<file path="src/rtl/game_sequencer_if.sv">
// Pulse/status bundle between key_control, tick_timer, snake_field and game_sequencer.
// Optional hiscore signal is present when SNAKE_HISCORE_EN is defined.
interface game_sequencer_if #(
   parameter int unsigned SCORE_W = 10
);
   logic               start;
   logic               pause;
   logic               tick;
   logic               collision;
   logic               food_eaten;
   logic               field_start;
   logic               step;
   logic [1:0]         state;
   logic [SCORE_W-1:0] score;
   logic [2:0]         level;
`ifdef SNAKE_HISCORE_EN
   logic [SCORE_W-1:0] hiscore;
`endif

   // Master drives the event pulses; slave is the sequencer.
   modport master (
      output start, pause, tick, collision, food_eaten,
`ifdef SNAKE_HISCORE_EN
      input  hiscore,
`endif
      input  field_start, step, state, score, level
   );

   modport slave (
      input  start, pause, tick, collision, food_eaten,
`ifdef SNAKE_HISCORE_EN
      output hiscore,
`endif
      output field_start, step, state, score, level
   );
endinterface

</file>
<file path="src/rtl/game_sequencer.sv">
// Snake game-level controller: run/pause/over FSM, tick-to-step divider, score and level.
// Define SNAKE_HISCORE_EN to add a hiscore register that survives restarts.
module game_sequencer #(
   parameter int unsigned BASE_PERIOD    = 8,
   parameter int unsigned MAX_LEVEL      = 6,
   parameter int unsigned FOOD_PER_LEVEL = 4,
   parameter int unsigned SCORE_W        = 10
) (
   input logic             clk,
   input logic             rst,
   game_sequencer_if.slave bus
);
   localparam int unsigned TickW = $clog2(BASE_PERIOD + 1);
   localparam int unsigned FoodW = $clog2(FOOD_PER_LEVEL + 1);

   typedef enum logic [1:0] {StIdle = 2'd0, StRun = 2'd1, StPause = 2'd2, StOver = 2'd3} state_e;

   state_e             state_q, state_d;
   logic               field_start_q, field_start_d;
   logic               step_q, step_d;
   logic [SCORE_W-1:0] score_q, score_d;
   logic [2:0]         level_q, level_d;
   logic [TickW-1:0]   tick_cnt_q, tick_cnt_d;
   logic [FoodW-1:0]   food_cnt_q, food_cnt_d;
   logic [TickW-1:0]   period_m1;
   logic               run_active;
`ifdef SNAKE_HISCORE_EN
   logic [SCORE_W-1:0] hiscore_q, hiscore_d;
`endif

   always_ff @(posedge clk) begin
      if (rst) begin
         state_q       <= StIdle;
         field_start_q <= 1'b0;
         step_q        <= 1'b0;
         score_q       <= '0;
         level_q       <= '0;
         tick_cnt_q    <= '0;
         food_cnt_q    <= '0;
`ifdef SNAKE_HISCORE_EN
         hiscore_q     <= '0;
`endif
      end else begin
         state_q       <= state_d;
         field_start_q <= field_start_d;
         step_q        <= step_d;
         score_q       <= score_d;
         level_q       <= level_d;
         tick_cnt_q    <= tick_cnt_d;
         food_cnt_q    <= food_cnt_d;
`ifdef SNAKE_HISCORE_EN
         hiscore_q     <= hiscore_d;
`endif
      end
   end

   always_comb begin
      state_d = state_q;
      if (bus.start) begin
         state_d = StRun;
      end else begin
         unique case (state_q)
            StIdle:  state_d = StIdle;
            StRun: begin
               if (bus.collision)  state_d = StOver;
               else if (bus.pause) state_d = StPause;
            end
            StPause: if (bus.pause) state_d = StRun;
            StOver:  state_d = StOver;
            default: state_d = StIdle;
         endcase
      end
   end

   // Counting only happens in RUN on a cycle not claimed by a higher-priority event.
   assign run_active = (state_q == StRun) && !bus.start && !bus.collision && !bus.pause;
   assign period_m1  = TickW'(BASE_PERIOD - 1) - TickW'(level_q);

   always_comb begin
      field_start_d = bus.start;
      step_d        = 1'b0;
      score_d       = score_q;
      level_d       = level_q;
      tick_cnt_d    = tick_cnt_q;
      food_cnt_d    = food_cnt_q;
`ifdef SNAKE_HISCORE_EN
      hiscore_d     = hiscore_q;
`endif
      if (bus.start) begin
         score_d    = '0;
         level_d    = '0;
         tick_cnt_d = '0;
         food_cnt_d = '0;
      end else if (run_active) begin
         if (bus.tick) begin
            // >= guards a count left above the shortened period after a level-up.
            if (tick_cnt_q >= period_m1) begin
               step_d     = 1'b1;
               tick_cnt_d = '0;
            end else begin
               tick_cnt_d = tick_cnt_q + 1'b1;
            end
         end
         if (bus.food_eaten) begin
            if (score_q != '1) score_d = score_q + 1'b1;
            if (food_cnt_q == FoodW'(FOOD_PER_LEVEL - 1)) begin
               food_cnt_d = '0;
               if (level_q != 3'(MAX_LEVEL)) level_d = level_q + 1'b1;
            end else begin
               food_cnt_d = food_cnt_q + 1'b1;
            end
         end
      end
`ifdef SNAKE_HISCORE_EN
      if (!bus.start && (state_q == StRun) && bus.collision && (score_q > hiscore_q)) begin
         hiscore_d = score_q;
      end
`endif
   end

   assign bus.field_start = field_start_q;
   assign bus.step        = step_q;
   assign bus.state       = state_q;
   assign bus.score       = score_q;
   assign bus.level       = level_q;
`ifdef SNAKE_HISCORE_EN
   assign bus.hiscore     = hiscore_q;
`endif
endmodule

</file>
<file path="src/flat_wrapper.sv">
// flat-port wrapper written by rule: the top's interface ports become plain ports
module game_sequencer_flat 
#(
   parameter int unsigned BASE_PERIOD    = 8,
   parameter int unsigned MAX_LEVEL      = 6,
   parameter int unsigned FOOD_PER_LEVEL = 4,
   parameter int unsigned SCORE_W        = 10
)
  (clk, rst, bus_start, bus_pause, bus_tick, bus_collision, bus_food_eaten, bus_field_start, bus_step, bus_state, bus_score, bus_level);
  game_sequencer_if #(.SCORE_W(SCORE_W)) bus_i ();
  input logic clk;
  input logic rst;
  input wire logic [$bits(bus_i.start)-1:0] bus_start;
  input wire logic [$bits(bus_i.pause)-1:0] bus_pause;
  input wire logic [$bits(bus_i.tick)-1:0] bus_tick;
  input wire logic [$bits(bus_i.collision)-1:0] bus_collision;
  input wire logic [$bits(bus_i.food_eaten)-1:0] bus_food_eaten;
  output wire logic [$bits(bus_i.field_start)-1:0] bus_field_start;
  output wire logic [$bits(bus_i.step)-1:0] bus_step;
  output wire logic [$bits(bus_i.state)-1:0] bus_state;
  output wire logic [$bits(bus_i.score)-1:0] bus_score;
  output wire logic [$bits(bus_i.level)-1:0] bus_level;
  assign bus_i.start = bus_start;
  assign bus_i.pause = bus_pause;
  assign bus_i.tick = bus_tick;
  assign bus_i.collision = bus_collision;
  assign bus_i.food_eaten = bus_food_eaten;
  assign bus_field_start = bus_i.field_start;
  assign bus_step = bus_i.step;
  assign bus_state = bus_i.state;
  assign bus_score = bus_i.score;
  assign bus_level = bus_i.level;
  game_sequencer #(.BASE_PERIOD(BASE_PERIOD), .MAX_LEVEL(MAX_LEVEL), .FOOD_PER_LEVEL(FOOD_PER_LEVEL), .SCORE_W(SCORE_W)) u_core (.clk(clk), .rst(rst), .bus(bus_i));
endmodule
</file>
<file path="config.mk">
export PLATFORM = sky130hd
export DESIGN_NAME = game_sequencer_flat
export DESIGN_NICKNAME = d
export VERILOG_FILES = /design/src/rtl/game_sequencer_if.sv /design/src/rtl/game_sequencer.sv /design/src/flat_wrapper.sv
export SDC_FILE = /design/constraint.sdc
export NUM_CORES = 1
export LEC_CHECK = 0
export CAP_MARGIN = 20
export CORE_MARGIN = 2
export CORE_UTILIZATION = 64
export CTS_CLUSTER_DIAMETER = 100
export DETAILED_ROUTE_END_ITERATION = 6
export DONT_BUFFER_PORTS = 1
export GPL_ROUTABILITY_DRIVEN = 0
export HOLD_SLACK_MARGIN = 0.12
export PLACE_DENSITY_LB_ADDON = 0.08
export SYNTH_ARGS = -nofsm -noshare
export SYNTH_HDL_FRONTEND = slang
export SYNTH_SLANG_ARGS = --single-unit
</file>
<file path="constraint.sdc">
create_clock -name clk -period 3.71 [get_ports clk]
set_clock_uncertainty 0.15 [all_clocks]
set_input_delay 0.9275 -clock clk [delete_from_list [all_inputs] [get_ports clk]]
set_output_delay 0.9275 -clock clk [all_outputs]
set_load 0.02 [all_outputs]
</file>
==> reports/metrics.csv <==
stage,metric,value,unit
worst_setup_path,"Req. time, crit path",2.63,ns
synthesis,Synth warnings,0,
worst_setup_path,reg2reg start,u_core.bus.level[0],
timing,WHS,0.286,ns
die,die area,0.00225,mm²
timing,RSZ-0062 raised after global routing,false,
placement,port buffer count,0,
routing,DR pass1 iterations,4,
routing,Final ANT Viol Nets,0,
clock_network,CTS Buffer Depth,2,
routing,DR vias,1012,
clock_network,CTS resizes,0,
timing,"Hold Vio Cnt, Final",0,
layout,fin nets,151,
synthesis,syn_nets,148,
die,placement row count,15,
power,VDD IR max,0.000360,V
timing,measured slew at the worst slew-check pin,0.573,ns
die,Initial Utilization,0.691,
global_routing,number of global-route vias before repair,948,
synthesis,Post-synth EDFFs,0,
synthesis,synthesized flop and latch total,24,
global_routing,largest net degree at the start of global routing,16,
clock_network,CTS sink count,24,
timing,Max Fclk,0.499,GHz
layout,Layout Utilization,0.735,
worst_setup_path,critical path arrival,0.93,ns
synthesis,syn avg cell area,9.07,µm²
worst_setup_path,worst setup path category,flop to output pin,
clock_network,Clock Pin Slew Worst Setup and Hold Paths,0.14,ns
synthesis,fraction of registers with async set/reset,0,
synthesis,"top cells by area, synth","dfxtp_1 40%, ha_1 8.3%, a21oi_1 5.8%",
routing,DR vias/cell,6.33,
routing,Detailed Route Iter0 Violations,22,
power,share of power burned in registers,0.565,
timing,Slew HR,0.618,
die,die width,47.4,µm
power,P per Cell Area,364,mW/mm²
timing,Finish-stage setup viols,0,
power,sw power,0.0930,mW
power,Comb power frac,0.032,
power,clock share of power,0.403,
clock_network,CTS tree,built,
layout,Area Overhead vs Synth,6.33,%
synthesis,Synth top cells by count,"24 x dfxtp_1, 14 x a21oi_1, 14 x nand2_1, 8 x ha_1",
layout,share of cells above drive strength 1,0.0815,
clock_network,Post-CTS Hold Buffers,0,
min_path,HP Start,u_core.food_cnt_q[2],
worst_setup_path,R2R cell count,6,
clock_network,root buffer selected by CTS,clkbuf_4,
timing,crit path time final,2.00,ns
die,# IOs,24,
power,Sw Share,0.199,
min_path,Hold Path Depth,2,
clock_network,Skew-Pair Late Insertion Delay,0.31,ns
routing,drt wl/cell,15.5,µm
synthesis,synthesized cell area,0.00121,mm²
routing,Total Wirelength,2.48,mm
outcome,status,finished clean,
power,static leakage,0.462,nW
synthesis,Yosys top cell by area,dfxtp_1,
job,max cap viols,0,
power,Int Power,0.374,mW
synthesis,Synth Instances,133,
synthesis,most frequent cell after synthesis,dfxtp_1,
clock_network,TritonCTS Buffers,3,
global_routing,grt ovf,0,
global_routing,global-route total usage across every layer,0.254,
worst_setup_path,crit end category,output pin,
timing,Final period util,0.540,
clock_network,H-tree level count,1,
synthesis,synth unique cells,43,
min_path,Hold Path End,u_core.food_cnt_q[2],
timing,Slew Limit Fails,0,
global_routing,first-pass GRT wire length,4.03,mm
global_routing,initial antenna violation count,0,
placement,hpwl dp,1.81,mm
layout,Antenna diodes,0,
synthesis,top cell type's share of synthesized area,0.398,
synthesis,sequential-to-total area share from yosys stat,0.398,
timing,setup TNS,0,ns
worst_setup_path,CP startpoint kind,flop,
routing,DR DRC count,0,
clock_network,Post-CTS Setup Inserts,0,
die,core area,0.00175,mm²
worst_setup_path,worst reg2reg setup slack,1.80,ns
synthesis,"Top FF cell, synth",dfxtp_1,
worst_setup_path,reg2reg end,u_core.bus.level[2],
worst_setup_path,Critical Path Fanout Max,9,
die,die height,47.4,µm
min_path,Hold WC Path Type,flop to flop,
==> worst max-delay path by stage <==
| stage | startpoint | to | slack [ns] | cells past startpoint |
|---|---|---|---|---|
| floorplan | bus_start | u_core.bus.score[8] | 1.54 | 4 |
| global placement | bus_start | u_core.bus.score[8] | 1.48 | 4 |
| detailed placement | bus_start | u_core.bus.score[8] | 1.46 | 4 |
| CTS | u_core.bus.score[3] | bus_score[3] | 1.71 | 0 |
| global route | u_core.bus.score[3] | u_core.bus.score[5] | 1.64 | 4 |
| finish | u_core.bus.score[3] | bus_score[3] | 1.71 | 0 |
==> through the flow <==
step                      power, mW  setup WS, ns  std cells  area (µm²)
after floorplan               0.281          1.54        133        1210
after CTS                     0.469          1.71        160        1280
after detailed placement      0.284          1.46        156        1230
after global placement        0.284          1.48        156        1230
after global routing          0.478          1.64        160        1280
final                         0.467          1.71        160        1280
==> flip-flops by register name, summed over array words and instances, names as in the netlist <==
signal,flops
u_core.bus.field_start,1
u_core.bus.level,3
u_core.bus.score,10
u_core.bus.state,2
u_core.bus.step,1
u_core.food_cnt_q,3
u_core.tick_cnt_q,4
==> cells by family after synthesis <==
logic type	synth area share
muxes	0.00830
DFF	0.398
adders and majority gates	0.0830
buffers and inverters	0.0187
xor gates and xnor gates	0.0218
AOI/OAI and AO/OA	0.173
and+or+nand+nor	0.297
==> routing by layer <==
layer,vias up,global-route usage,wire (µm)
li1,500,-,-
met4,0,0.0833,40
met5,-,0,0
met1,472,0.319,1160
met2,34,0.419,1140
met3,6,0.0717,132
==> final cells by class <==
cell class,count,area [µm²]
Multi-Input combinational cell,103,703
Inverter,4,15.0
Sequential cell,24,480
Fill cell,135,463
Tap cell,25,31.3
Clock buffer,3,22.5
Clock inverter,1,30.0
==> cells in the final DEF, fill, tap and decap left out, drive strengths merged, types with 2 or more instances in the layout <==
cell     n
and4bb   2
nand3b   2
and3     3
inv      4
o21ai    4
nor3     3
nand2   15
o211ai   2
xnor2    2
or2      2
a31oi    2
a211oi   2
dfxtp   24
a21oi   14
or3      2
nor2     8
ha       8
or4      4
clkbuf   3
o31ai    3
nand3    8
nand2b   2
==> power by group through the flow <==
stage / sequential [mW] / clock, mW / combinational, mW
3_5_place_dp: 0.270 / 0 / 0.0143
3_3_place_gp: 0.270 / 0 / 0.0138
5_1_grt: 0.264 / 0.197 / 0.0166
6_report: 0.264 / 0.188 / 0.0148
2_1_floorplan: 0.269 / 0 / 0.0119
4_1_cts: 0.264 / 0.190 / 0.0144
Note: power is estimated with default switching activity, not from simulation.
